`config.mk`:
```
export PLATFORM = sky130hd
export DESIGN_NAME = dbus_bridge
export DESIGN_NICKNAME = d
export VERILOG_FILES = /design/src/rtl/dbus_pkg.sv /design/src/rtl/seg_scan.sv /design/src/rtl/dbus_bridge.sv
export SDC_FILE = /design/constraint.sdc
export NUM_CORES = 1
export LEC_CHECK = 0
export BUFFER_PORTS_ARGS = -buffer_cell sky130_fd_sc_hd__buf_2
export CAP_MARGIN = 15
export CORE_UTILIZATION = 30
export CTS_CLUSTER_SIZE = 40
export DETAILED_ROUTE_END_ITERATION = 10
export PLACE_DENSITY = 0.52
export SYNTH_ARGS = -nofsm -noshare
export SYNTH_HDL_FRONTEND = slang
export SYNTH_HIERARCHICAL = 1
export SYNTH_SLANG_ARGS = --single-unit
```
`constraint.sdc`:
```
create_clock -name cpu_clk -period 3.3 [get_ports cpu_clk]
set_clock_uncertainty 0.15 [all_clocks]
set_input_delay 0.495 -clock cpu_clk [delete_from_list [all_inputs] [get_ports cpu_clk]]
set_output_delay 0.495 -clock cpu_clk [all_outputs]
set_load 0.05 [all_outputs]
```
`src/rtl/dbus_pkg.sv`:
```
// Shared constants and helpers for the CPU data-bus bridge: peripheral
// address map, TIMER_CTL bit positions, bus source select and 7-seg decode.
package dbus_pkg;

    localparam logic [31:0] PERIPH_BASE    = 32'hFFFF_F000;
    localparam logic [31:0] ADDR_DIGITS    = 32'hFFFF_F000;
    localparam logic [31:0] ADDR_TIMER_CNT = 32'hFFFF_F020;
    localparam logic [31:0] ADDR_TIMER_CTL = 32'hFFFF_F024;
    localparam logic [31:0] ADDR_LED       = 32'hFFFF_F060;
    localparam logic [31:0] ADDR_SW        = 32'hFFFF_F070;
    localparam logic [31:0] ADDR_BTN       = 32'hFFFF_F078;

    localparam int unsigned CTL_EN_BIT  = 0;
    localparam int unsigned CTL_CLR_BIT = 1;

    // Which source an access is routed to.
    typedef enum logic [2:0] {
        SEL_DRAM,
        SEL_DIGITS,
        SEL_TCNT,
        SEL_TCTL,
        SEL_LED,
        SEL_SW,
        SEL_BTN,
        SEL_NONE
    } bus_sel_e;

    // Hex nibble to active-low {dp,g..a}; dp is always off.
    function automatic logic [7:0] hex_to_seg(input logic [3:0] h);
        logic [7:0] s;
        case (h)
            4'h0: s = 8'hC0;
            4'h1: s = 8'hF9;
            4'h2: s = 8'hA4;
            4'h3: s = 8'hB0;
            4'h4: s = 8'h99;
            4'h5: s = 8'h92;
            4'h6: s = 8'h82;
            4'h7: s = 8'hF8;
            4'h8: s = 8'h80;
            4'h9: s = 8'h90;
            4'hA: s = 8'h88;
            4'hB: s = 8'h83;
            4'hC: s = 8'hC6;
            4'hD: s = 8'hA1;
            4'hE: s = 8'h86;
            default: s = 8'h8E;
        endcase
        return s;
    endfunction

endpackage

```
`src/rtl/seg_scan.sv`:
```
// 8-digit multiplexed 7-segment driver: steps one digit every SCAN_DIV
// clocks and shows the matching nibble of the digits word.
module seg_scan
    import dbus_pkg::*;
#(
    parameter int unsigned SCAN_DIV = 50000
) (
    input  logic        cpu_clk,
    input  logic        cpu_rst,
    input  logic [31:0] digits,
    output logic [7:0]  dig_en,
    output logic [7:0]  dig_seg
);

    localparam int unsigned SW = (SCAN_DIV > 1) ? $clog2(SCAN_DIV) : 1;

    logic [SW-1:0] scan_q, scan_d;
    logic [2:0]    idx_q, idx_d;
    logic          scan_wrap;
    logic [3:0]    nibble;

    // Scan prescaler and digit index next-state.
    always_comb begin
        scan_wrap = (scan_q == SW'(SCAN_DIV - 1));
        scan_d    = scan_wrap ? '0 : scan_q + SW'(1);
        idx_d     = scan_wrap ? idx_q + 3'd1 : idx_q;
    end

    // Scan state registers, synchronous active-low reset.
    always_ff @(posedge cpu_clk) begin
        if (!cpu_rst) begin
            scan_q <= '0;
            idx_q  <= '0;
        end else begin
            scan_q <= scan_d;
            idx_q  <= idx_d;
        end
    end

    // Digit enable and segment pattern for the current index.
    always_comb begin
        nibble  = digits[{idx_q, 2'b00} +: 4];
        dig_en  = ~(8'd1 << idx_q);
        dig_seg = hex_to_seg(nibble);
    end

endmodule

```
`src/rtl/dbus_bridge.sv`:
```
// CPU data-bus bridge: decodes MEM-stage accesses to external DRAM or the
// on-chip LED, switch/button, 7-segment and timer peripherals.
module dbus_bridge
    import dbus_pkg::*;
#(
    parameter int unsigned DRAM_AW   = 14,
    parameter int unsigned TIMER_DIV = 25000,
    parameter int unsigned SCAN_DIV  = 50000
) (
    input  logic               cpu_clk,
    input  logic               cpu_rst,
    input  logic [31:0]        Bus_addr,
    input  logic               Bus_wen,
    input  logic [31:0]        Bus_wdata,
    output logic [31:0]        Bus_rdata,
    output logic [DRAM_AW-1:0] dram_addr,
    output logic               dram_we,
    output logic [31:0]        dram_wdata,
    input  logic [31:0]        dram_rdata,
    input  logic [23:0]        sw,
    input  logic [4:0]         btn,
    output logic [23:0]        led,
    output logic [7:0]         dig_en,
    output logic [7:0]         dig_seg
);

    localparam int unsigned PW = (TIMER_DIV > 1) ? $clog2(TIMER_DIV) : 1;

    bus_sel_e sel;

    logic [23:0]   led_q, led_d;
    logic [31:0]   digits_q, digits_d;
    logic [31:0]   tcnt_q, tcnt_d;
    logic [PW-1:0] presc_q, presc_d;
    logic          ten_q, ten_d;
    logic [23:0]   sw_meta_q, sw_sync_q;
    logic [4:0]    btn_meta_q, btn_sync_q;

    logic          led_we, dig_we, ctl_we;
    logic          presc_wrap;

    // Address decode: everything below the peripheral page is DRAM.
    always_comb begin
        sel = SEL_NONE;
        if (Bus_addr < PERIPH_BASE) begin
            sel = SEL_DRAM;
        end else begin
            case (Bus_addr)
                ADDR_DIGITS:    sel = SEL_DIGITS;
                ADDR_TIMER_CNT: sel = SEL_TCNT;
                ADDR_TIMER_CTL: sel = SEL_TCTL;
                ADDR_LED:       sel = SEL_LED;
                ADDR_SW:        sel = SEL_SW;
                ADDR_BTN:       sel = SEL_BTN;
                default:        sel = SEL_NONE;
            endcase
        end
    end

    // Zero-latency read mux; unmapped addresses read as zero.
    always_comb begin
        Bus_rdata = '0;
        case (sel)
            SEL_DRAM:   Bus_rdata = dram_rdata;
            SEL_DIGITS: Bus_rdata = digits_q;
            SEL_TCNT:   Bus_rdata = tcnt_q;
            SEL_TCTL:   Bus_rdata = {30'b0, ten_q, 1'b0};
            SEL_LED:    Bus_rdata = {8'b0, led_q};
            SEL_SW:     Bus_rdata = {8'b0, sw_sync_q};
            SEL_BTN:    Bus_rdata = {27'b0, btn_sync_q};
            default:    Bus_rdata = '0;
        endcase
    end

    // DRAM side and peripheral write strobes.
    always_comb begin
        dram_addr  = Bus_addr[DRAM_AW+1:2];
        dram_wdata = Bus_wdata;
        dram_we    = Bus_wen && (sel == SEL_DRAM);
        led_we     = Bus_wen && (sel == SEL_LED);
        dig_we     = Bus_wen && (sel == SEL_DIGITS);
        ctl_we     = Bus_wen && (sel == SEL_TCTL);
        led_d      = led_we ? Bus_wdata[23:0] : led_q;
        digits_d   = dig_we ? Bus_wdata : digits_q;
    end

    // Timer next-state: a clear write beats the wrap increment on the same edge.
    always_comb begin
        presc_wrap = ten_q && (presc_q == PW'(TIMER_DIV - 1));
        presc_d    = presc_q;
        tcnt_d     = tcnt_q;
        ten_d      = ten_q;
        if (ten_q) begin
            presc_d = presc_wrap ? '0 : presc_q + PW'(1);
            if (presc_wrap) begin
                tcnt_d = tcnt_q + 32'd1;
            end
        end
        if (ctl_we) begin
            ten_d = Bus_wdata[CTL_EN_BIT];
            if (Bus_wdata[CTL_CLR_BIT]) begin
                tcnt_d  = '0;
                presc_d = '0;
            end
        end
    end

    // Peripheral registers, timer and input synchronisers.
    always_ff @(posedge cpu_clk) begin
        if (!cpu_rst) begin
            led_q      <= '0;
            digits_q   <= '0;
            tcnt_q     <= '0;
            presc_q    <= '0;
            ten_q      <= 1'b0;
            sw_meta_q  <= '0;
            sw_sync_q  <= '0;
            btn_meta_q <= '0;
            btn_sync_q <= '0;
        end else begin
            led_q      <= led_d;
            digits_q   <= digits_d;
            tcnt_q     <= tcnt_d;
            presc_q    <= presc_d;
            ten_q      <= ten_d;
            sw_meta_q  <= sw;
            sw_sync_q  <= sw_meta_q;
            btn_meta_q <= btn;
            btn_sync_q <= btn_meta_q;
        end
    end

    assign led = led_q;

    seg_scan #(
        .SCAN_DIV (SCAN_DIV)
    ) u_seg_scan (
        .cpu_clk (cpu_clk),
        .cpu_rst (cpu_rst),
        .digits  (digits_q),
        .dig_en  (dig_en),
        .dig_seg (dig_seg)
    );

endmodule

```
# After elaboration in Yosys (flattened, before gate mapping)
# Memory sizes are Yosys's and may differ from the RTL's.
# Cells that the tools add are included.
[op_classes]
shift = 2
order_cmp = 1
n_bitwise = 2
n_addsub = 4
mux = 11
reduce_logical = 7
eq_ne = 14
[op_table]
columns = ["operator", "n"]
rows = [
  ["one-hot mux 32 bit (7 select lines)", 1],
  ["equality test 32 bit (second input constant)", 6],
  ["2-to-1 mux 32 bit", 4],
  ["2-to-1 mux 15 bit", 4],
  ["adder 32 x 1 -> 32 bit (second input constant)", 1],
  ["less-than comparator 32 bit (second input constant)", 1],
  ["variable part select 32 x 6 -> 4 bit", 1],
  ["one-hot mux 3 bit (6 select lines)", 1],
  ["adder 16 x 1 -> 16 bit (second input constant)", 1],
  ["equality test 16 bit (second input constant)", 1],
  ["adder 15 x 1 -> 15 bit (second input constant)", 1],
  ["equality test 15 bit (second input constant)", 1],
  ["equality test 3 bit (second input constant)", 3],
  ["NOT 8 bit", 1],
  ["<< shifter 1 x 3 -> 8 bit (first input constant)", 1],
  ["equality test 3 x 2 -> 1 bit (second input constant)", 2],
  ["logical AND 1 bit", 5],
  ["adder 3 x 1 -> 3 bit (second input constant)", 1],
  ["equality test 3 x 1 -> 1 bit (second input constant)", 1],
  ["zero test 3 bit", 1],
  ["2-to-1 mux 3 bit", 1],
  ["OR reduction 2 bit", 1],
  ["NOT 1 bit", 1],
]
[word_totals]
out_inout_bits = 119
input_bits = 128
register_bits = 181
word_cells = 53
mem_bits_ro = 112
mem_count = 1
[memory_table]
columns = ["name", "depth", "width", "read_ports", "rd_clocked_by_memory_dff", "write_ports", "line", "rtl"]
rows = [
  ["(name not given)", 16, 7, 1, 0, 0, "dbus_pkg.sv:31", "case (h)"],
]

# Depth between registers and ports, before layout
# Gate-level depths: netlist (run 1).
[logic_depth]
depth_word = 6
depth_mapped = 8
ltp_nobuf = 7

# Cells and area by module
# Netlist (run 1), hierarchy kept.
[by_module_without_submodules]
columns = ["mod", "area_per_inst_um2", "cells_each", "seq_area_each_um2", "instances"]
rows = [
  ["dbus_bridge", 7657.3, 870, 3243.1, 1],
  ["seg_scan", 1500.2, 161, 380.4, 1],
]

# Worst setup path before layout (run 1)
# No wires, ideal clock.
[synth_path]
path_type = "flip-flop to output port"
start = "reg u_seg_scan.idx_q[0]"
end = "out dig_seg[4]"
path_buffers = 1
path_slack_ns = -0.409
arrival_ns = 3.064
required_time_ns = 2.655
stages_incl_launch_ff = 8
path_cell_list = "dfxtp_1 buf_6 mux4_1 mux2i_1 inv_1 ha_1 mux2_2 o21ai_0"
[synth_between]
elab_chain_len = 2
[synth_lines]
columns = ["item", "line", "rtl"]
rows = [
  ["start, declared", "seg_scan.sv:18", "logic [2:0] idx_q, idx_d;"],
  ["start signal, assigned", "seg_scan.sv:36", "idx_q <= idx_d;"],
  ["variable part select 32 x 6 -> 4 bit", "seg_scan.sv:42", "nibble = digits[{idx_q, 2'b00} +: 4];"],
  ["memory read (16 x 7 bit)", "-", ""],
  ["end, declared", "dbus_bridge.sv:24", "output logic [7:0] dig_seg"],
]
# Every way passes these cells.

# Final worst setup path (run 1)
[layout_path]
start = "reg u_seg_scan.idx_q[0]"
end = "out dig_seg[1]"
# Same word-level chain as after synthesis.

==> results of run 1 <==
timing repair:
action	4_1_cts	5_1_grt
setup buffers	2	1
resized for setup	13	5
setup endpoints to repair	7	6
layout by cell type, fill, tap and decap left out, drive strengths merged, types with 8 or more instances in the layout:
master / netlist / layout
and3: 11 / 11
xnor2: 35 / 35
o211ai: 19 / 19
nor4: 39 / 39
a21oi: 29 / 29
nor2: 64 / 64
or3: 9 / 9
clkinv: 0 / 8
inv: 44 / 51
and2: 64 / 64
xor2: 21 / 21
nand4: 26 / 26
o21ai: 19 / 19
nand2: 93 / 93
and4: 13 / 13
nand3: 30 / 30
buf: 61 / 284
a21boi: 24 / 24
mux2i: 49 / 49
a22oi: 28 / 28
nor2b: 34 / 34
mux4: 8 / 8
clkbuf: 46 / 17
ha: 15 / 15
dfxtp: 181 / 181
nor3: 23 / 23
per-stage QoR:
| step | setup TNS (ps) | area (µm²) |
|---|---|---|
| after global routing | -9.48 | 11500 |
| after floorplan | -738 | 9170 |
| final | 0 | 11500 |
| after detailed placement | 0 | 10700 |
| after CTS | 0 | 11400 |
| after global placement | 0 | 10700 |
cell type report:
cell class                      instances  area (µm²)
Fill cell                            3127       18300
Inverter                               44         165
Sequential cell                       181        3630
Tap cell                              390         488
Timing Repair Buffer                  284        1730
Multi-Input combinational cell        699        4800
Clock buffer                           17         425
Antenna cell                            1        2.50
Clock inverter                         15         214
flip-flops by register name, summed over array words and instances, names as in the netlist:
| register | cells |
|---|---|
| u_seg_scan/scan_q | 16 |
| btn_sync_q | 5 |
| btn_meta_q | 5 |
| led | 24 |
| presc_q | 15 |
| u_seg_scan/idx_q | 3 |
| sw_sync_q | 24 |
| tcnt_q | 32 |
| sw_meta_q | 24 |
| digits_q | 32 |
| ten_q | 1 |
worst max-delay path, cell delays in order (launching register included):
cell and delay [ps]:
dfxtp_4 390, buf_6 100, mux4_1 520, mux2i_1 170, buf_4 150, ha_1 130
inv_1 50, or3_4 380, o21ai_2 80, buf_6 180
per-layer routing:
layer  global-route usage [%]  wire, µm  share of wire, %  up-vias
met5                        0         0                 0        -
met4                     4.99       439               1.5        0
met1                     26.0     14000                47     3772
met2                     29.8     13700                46      190
met3                     3.76      1360               4.6       22
li1                         -         -                 -     3951
Yosys cell counts (all sizes together) (23+ instances only):
| cell type | n |
|---|---|
| dfxtp | 181 |
| nand2 | 93 |
| and2 | 64 |
| nor2 | 64 |
| buf | 61 |
| mux2i | 49 |
| clkbuf | 46 |
| inv | 44 |
| nor4 | 39 |
| xnor2 | 35 |
| nor2b | 34 |
| nand3 | 30 |
| a21oi | 29 |
| a22oi | 28 |
| nand4 | 26 |
| a21boi | 24 |
| nor3 | 23 |
path summary, 6_finish.rpt:
path | endpoint | slack [ps] | depth (start not counted)
worst min-delay path | sw_meta_q[2] | 100 | 2
worst min register to register | sw_sync_q[23] | 290 | 1
worst max register to register | tcnt_q[12] | 720 | 6
worst max-delay path | dig_seg[1] | 60 | 9
cell families (layout without fill, tap and decap cells):
kind of cell	after synthesis	count (layout)	share of synthesized area [%]
compound gates	139	139	10.4
xor+xnor	56	56	5.36
fa+ha+maj	15	15	2.05
buf+inv	151	360	8.62
flops	181	181	39.6
mux	62	62	8.42
other cells	1	2	0.0409
simple gates	426	426	25.5
power by group:
part / switching [µW] / leakage (µW) / internal (µW)
logic: 334 / 0.00255 / 162
clock network: 1090 / 0.000306 / 1060
registers: 10.6 / 0.00147 / 2220
==> impl_metrics.tcl, run 1 <==
set metrics [dict create \
    rr_startpoint "presc_q[0]" \
    synth_area_leaders "dfxtp_1, mux2i_1, and2_1, buf_4, nand2_1" \
    path_clk_slew_ps 90 \
    wl_per_cell_um 18.1 \
    synth_largest_area_cell "dfxtp_1" \
    coreArea_um2 29800 \
    grt_max_degree 51 \
    hp-class "input port to flop" \
    vias_per_cell 4.87 \
    syn2layout_area_growth_pct 25.1 \
    endpoint_kind "primary output" \
    drc 0 \
    hold_viol 0 \
    cts_buffer_depth 2 \
    rsz0062_at_grt "yes" \
    drtAntennaViolNets 0 \
    synthCells 1031 \
    wl_um 29500 \
    cts-root-buf "clkbuf_16" \
    drv_slew 0 \
    grt_pass1_wl_um 44500 \
    timing.max_cap.violations 0 \
    synth_seq_cells 181 \
    ys_types 61 \
    worstSkewPairLatency_ps 440 \
    peakVddDrop_mv 0.334 \
    utilization_pct 38.4 \
    start_util_pct 30.7 \
    post-route-period-util_pct 98.2 \
    finalSetupViolations 0 \
    status "finished, final reports clean" \
    die_area_um2 31200 \
    pwr_density_cell_nw_per_um2 426 \
    worst_pin_slew_ps 1060 \
    power_uw 4870 \
    setup_slack_ps 60.5 \
    dp_hpwl_um 22400 \
    rows 63 \
    critPathKind "flop to primary output" \
    worstPathRequired_ps 2650 \
    die_h_um 177 \
    worst_ep_arrival_time_ps 2590 \
    crit_start "u_seg_scan/idx_q[0]" \
    slew_headroom_pct 28.9 \
    yosysTopAreaCellShare_pct 39.6 \
    final_cells 1631 \
    ys_seq_area_share_pct 39.6 \
    h-tree-depth 4 \
    synth_enable_flop_cells 0 \
    path_max_fanout 5 \
    p_leak_uw 0.00432 \
    cts.sinks 181 \
    numCtsBuffers 17 \
    holdWs_ps 95.1 \
    hold_path_startpoint "sw[2]" \
    dp_cells 1595 \
    vias 7935 \
    hold_buffers 0 \
    antenna_found_initial 1 \
    finalCriticalPeriod_ps 3240 \
    drtIter0Drc 478 \
    synthFlopType "dfxtp_1" \
    firstDrtPassIters 5 \
    synth_area_um2 9160 \
    grt_usage_pct 18.8 \
    overflow 0 \
    dp_slack_ps 125 \
    syn_nets 1174 \
    layout-drive-gt1-share_pct 28.3 \
    routabilityCongestion 0.938 \
    synth.avg_cell_area_um2 8.88 \
    num_io_pins 247 \
    portBuffers 245 \
    max_freq_mhz 309 \
    start_kind "flop" \
    die_x_um 177 \
    cts_tree "yes" \
    synthArstFlopShare_pct 0 \
    ys_warn_count 6 \
    grt_pass1_vias 7394 \
    layout.nets 1370 \
]
Note: power is estimated with default switching activity, not from simulation.
==> run 2: changes to the inputs <==
- ABC_AREA: unset -> 1
- PLACE_DENSITY: 0.52 -> 0.51
==> impl_metrics.tcl, run 2 <==
set metrics [dict create \
    status "finished, final reports clean" \
    overflow 0 \
    max_stage_delay_ps 480 \
    rsz0062_at_grt "no" \
    die_h_um 186 \
    worst_pin_slew_ps 863 \
    worstSkewPairLatency_ps 440 \
    worstHoldPathCells 3 \
    grtUsageMet2_pct 32.0 \
    synth_enable_flop_cells 0 \
    synth.most_common_cell "nand2_1" \
    cts-root-buf "clkbuf_16" \
    wl_per_cell_um 16.3 \
    wl_um 34900 \
    met3_usage_pct 3.64 \
    final_cell_mix "nand2_1, inv_1, buf_2, dfxtp_1, nor2_1" \
    grt.met1_usage_pct 28.6 \
    rows 67 \
    dp_slack_ps -96.7 \
    timing.max_cap.violations 0 \
    cts_tree "yes" \
    layout.nets 1822 \
    grt_usage_pct 20.3 \
    cts_buffer_depth 2 \
    worstPathRequired_ps 2650 \
    final_area_um2 12300 \
    drtIter0Drc 766 \
    setup_slack_ps 162 \
    cp_slowest_cell "nor4_4" \
    firstDrtPassIters 5 \
    synth_area_leaders "dfxtp_1, nand2_1, inv_1, nand4_1, o21ai_0" \
    antenna_found_initial 2 \
    pwr_density_cell_nw_per_um2 389 \
    cts_setup_buffers 0 \
    drc 0 \
    grt_pass1_wl_um 52800 \
    h-tree-depth 4 \
    synthArstFlopShare_pct 0 \
    grt.busiest_layer "met2" \
    finalSetupViolations 0 \
    critPathKind "input port to primary output" \
    portBuffers 245 \
    endpoint_kind "primary output" \
    worst_ep_arrival_time_ps 2490 \
    diodes 0 \
    start_util_pct 30.4 \
    crit_family "simple AND/OR/NAND/NOR gates" \
    hold_buffers 0 \
    layout-drive-gt1-share_pct 21.5 \
    num_io_pins 247 \
    hp-class "input port to flop" \
    ys_seq_area_share_pct 35.6 \
    synth_area_um2 10200 \
    synthCells 1493 \
    grt_pass1_vias 9218 \
    netlist_top_cells_count "nand2_1, inv_1, dfxtp_1" \
    die_area_um2 34700 \
    drtAntennaViolNets 0 \
    yosysTopAreaCellShare_pct 35.6 \
    start_kind "input port" \
    critPathBufInv 4 \
    peakVddDrop_mv 0.353 \
    max_freq_mhz 319 \
    drv_slew 0 \
    coreArea_um2 33400 \
    ys_warn_count 6 \
    synthFlopType "dfxtp_1" \
    reg2regPathDepth 9 \
    dpl_cell_area_um2 11700 \
    grt_max_degree 125 \
    cts.sinks 181 \
    synth_seq_cells 181 \
    synth.avg_cell_area_um2 6.81 \
    slew_headroom_pct 42.1 \
    syn_nets 1636 \
    worstPathCellList "buf_2 > nand4_2 > nor4_4 > buf_4 > nand3_1 > o21ai_0 > inv_1 > nand4_1 > buf_12" \
    path_max_fanout 26 \
    numCtsBuffers 17 \
    path_clk_slew_ps 80 \
    fillerInstances 3679 \
    ys_types 49 \
    dp_hpwl_um 27200 \
    synth_largest_area_cell "dfxtp_1" \
    vias 10100 \
    post-route-period-util_pct 95.1 \
    final_common_cell "nand2_1" \
    finalCriticalPeriod_ps 3140 \
    reg_top3 "digits_q: 32 flops, tcnt_q: 32 flops" \
    r2r_slack_ps 910 \
    p_leak_uw 0.00533 \
    hold_viol 0 \
    vias_per_cell 4.72 \
    routabilityCongestion 0.949 \
    die_x_um 186 \
    syn2layout_area_growth_pct 21.1 \
    crit_cells 9 \
]
==> run 2: worst paths after layout <==
kind | start | end
worst max-delay path | Bus_addr[22] | Bus_rdata[12]
worst min-delay path | sw[2] | sw_meta_q[2]
worst max register to register | tcnt_q[10] | tcnt_q[30]
worst min register to register | btn_meta_q[0] | btn_sync_q[0]
==> run 2: report_power, final <==
group          total [µW]  internal [µW]  switching, µW  leakage (µW)
sequential           2230           2220           10.2       0.00147
combinational         507            150            357       0.00356
clock                2050           1010           1040      0.000290
total                4790           3380           1400       0.00533
==> run 2: cells by family after synthesis <==
group	synth area share (%)
AO/OA/AOI/OAI	10.4
adder cells (fa/ha/maj)	1.84
XOR/XNOR	2.67
buffers and inverters	16.9
other	0.0369
AND/OR/NAND/NOR	32.5
flip-flops	35.6
==> run 2: cell type report <==
cell class | instances | area, µm² | share of cell area [%]
clock inverter | 15 | 166 | 1.35
sequential | 181 | 3630 | 29.4
timing repair buffer | 275 | 1700 | 13.8
clock buffer | 17 | 425 | 3.45
inverter | 261 | 993 | 8.06
multi-input combinational | 943 | 4840 | 39.3
tap | 448 | 561 | 4.55
==> run 2: worst reg2reg max path: stages (launching register included) <==
cell and delay [ps]:
dfxtp_1 530, inv_1 70, nor3_1 440, nand2_1 140
nor3_1 420, nand2_1 180, xor2_1 170, nand2_1 60
o211ai_1 90, nor2_1 110
==> run 2: metal layers <==
metal | up-vias | wire, µm
met1 | 4590 | 16800
met3 | 24 | 2340
met2 | 385 | 15400
met4 | 2 | 342
li1 | 5094 | -
met5 | - | 8
==> run 2: metrics by stage <==
step                power, µW  setup TNS, ps  hold slack (ps)  utilization, %  std cells
floorplan                2610              0              240               -       1493
global placement         2790           -174              243            35.0       2108
detailed placement       2790           -149              248            35.0       2108
CTS                      4840              0             66.9            36.8       2140
global route             4960              0             73.8            36.8       2140
finish                   4790              0             80.0            36.8       2140
==> run 2: repair_timing <==
action,CTS,global route
gates resized for setup,2,5
setup endpoints to repair,2,17
endpoints found under the hold margin,0,0
pin swaps,0,0
gates cloned,0,0
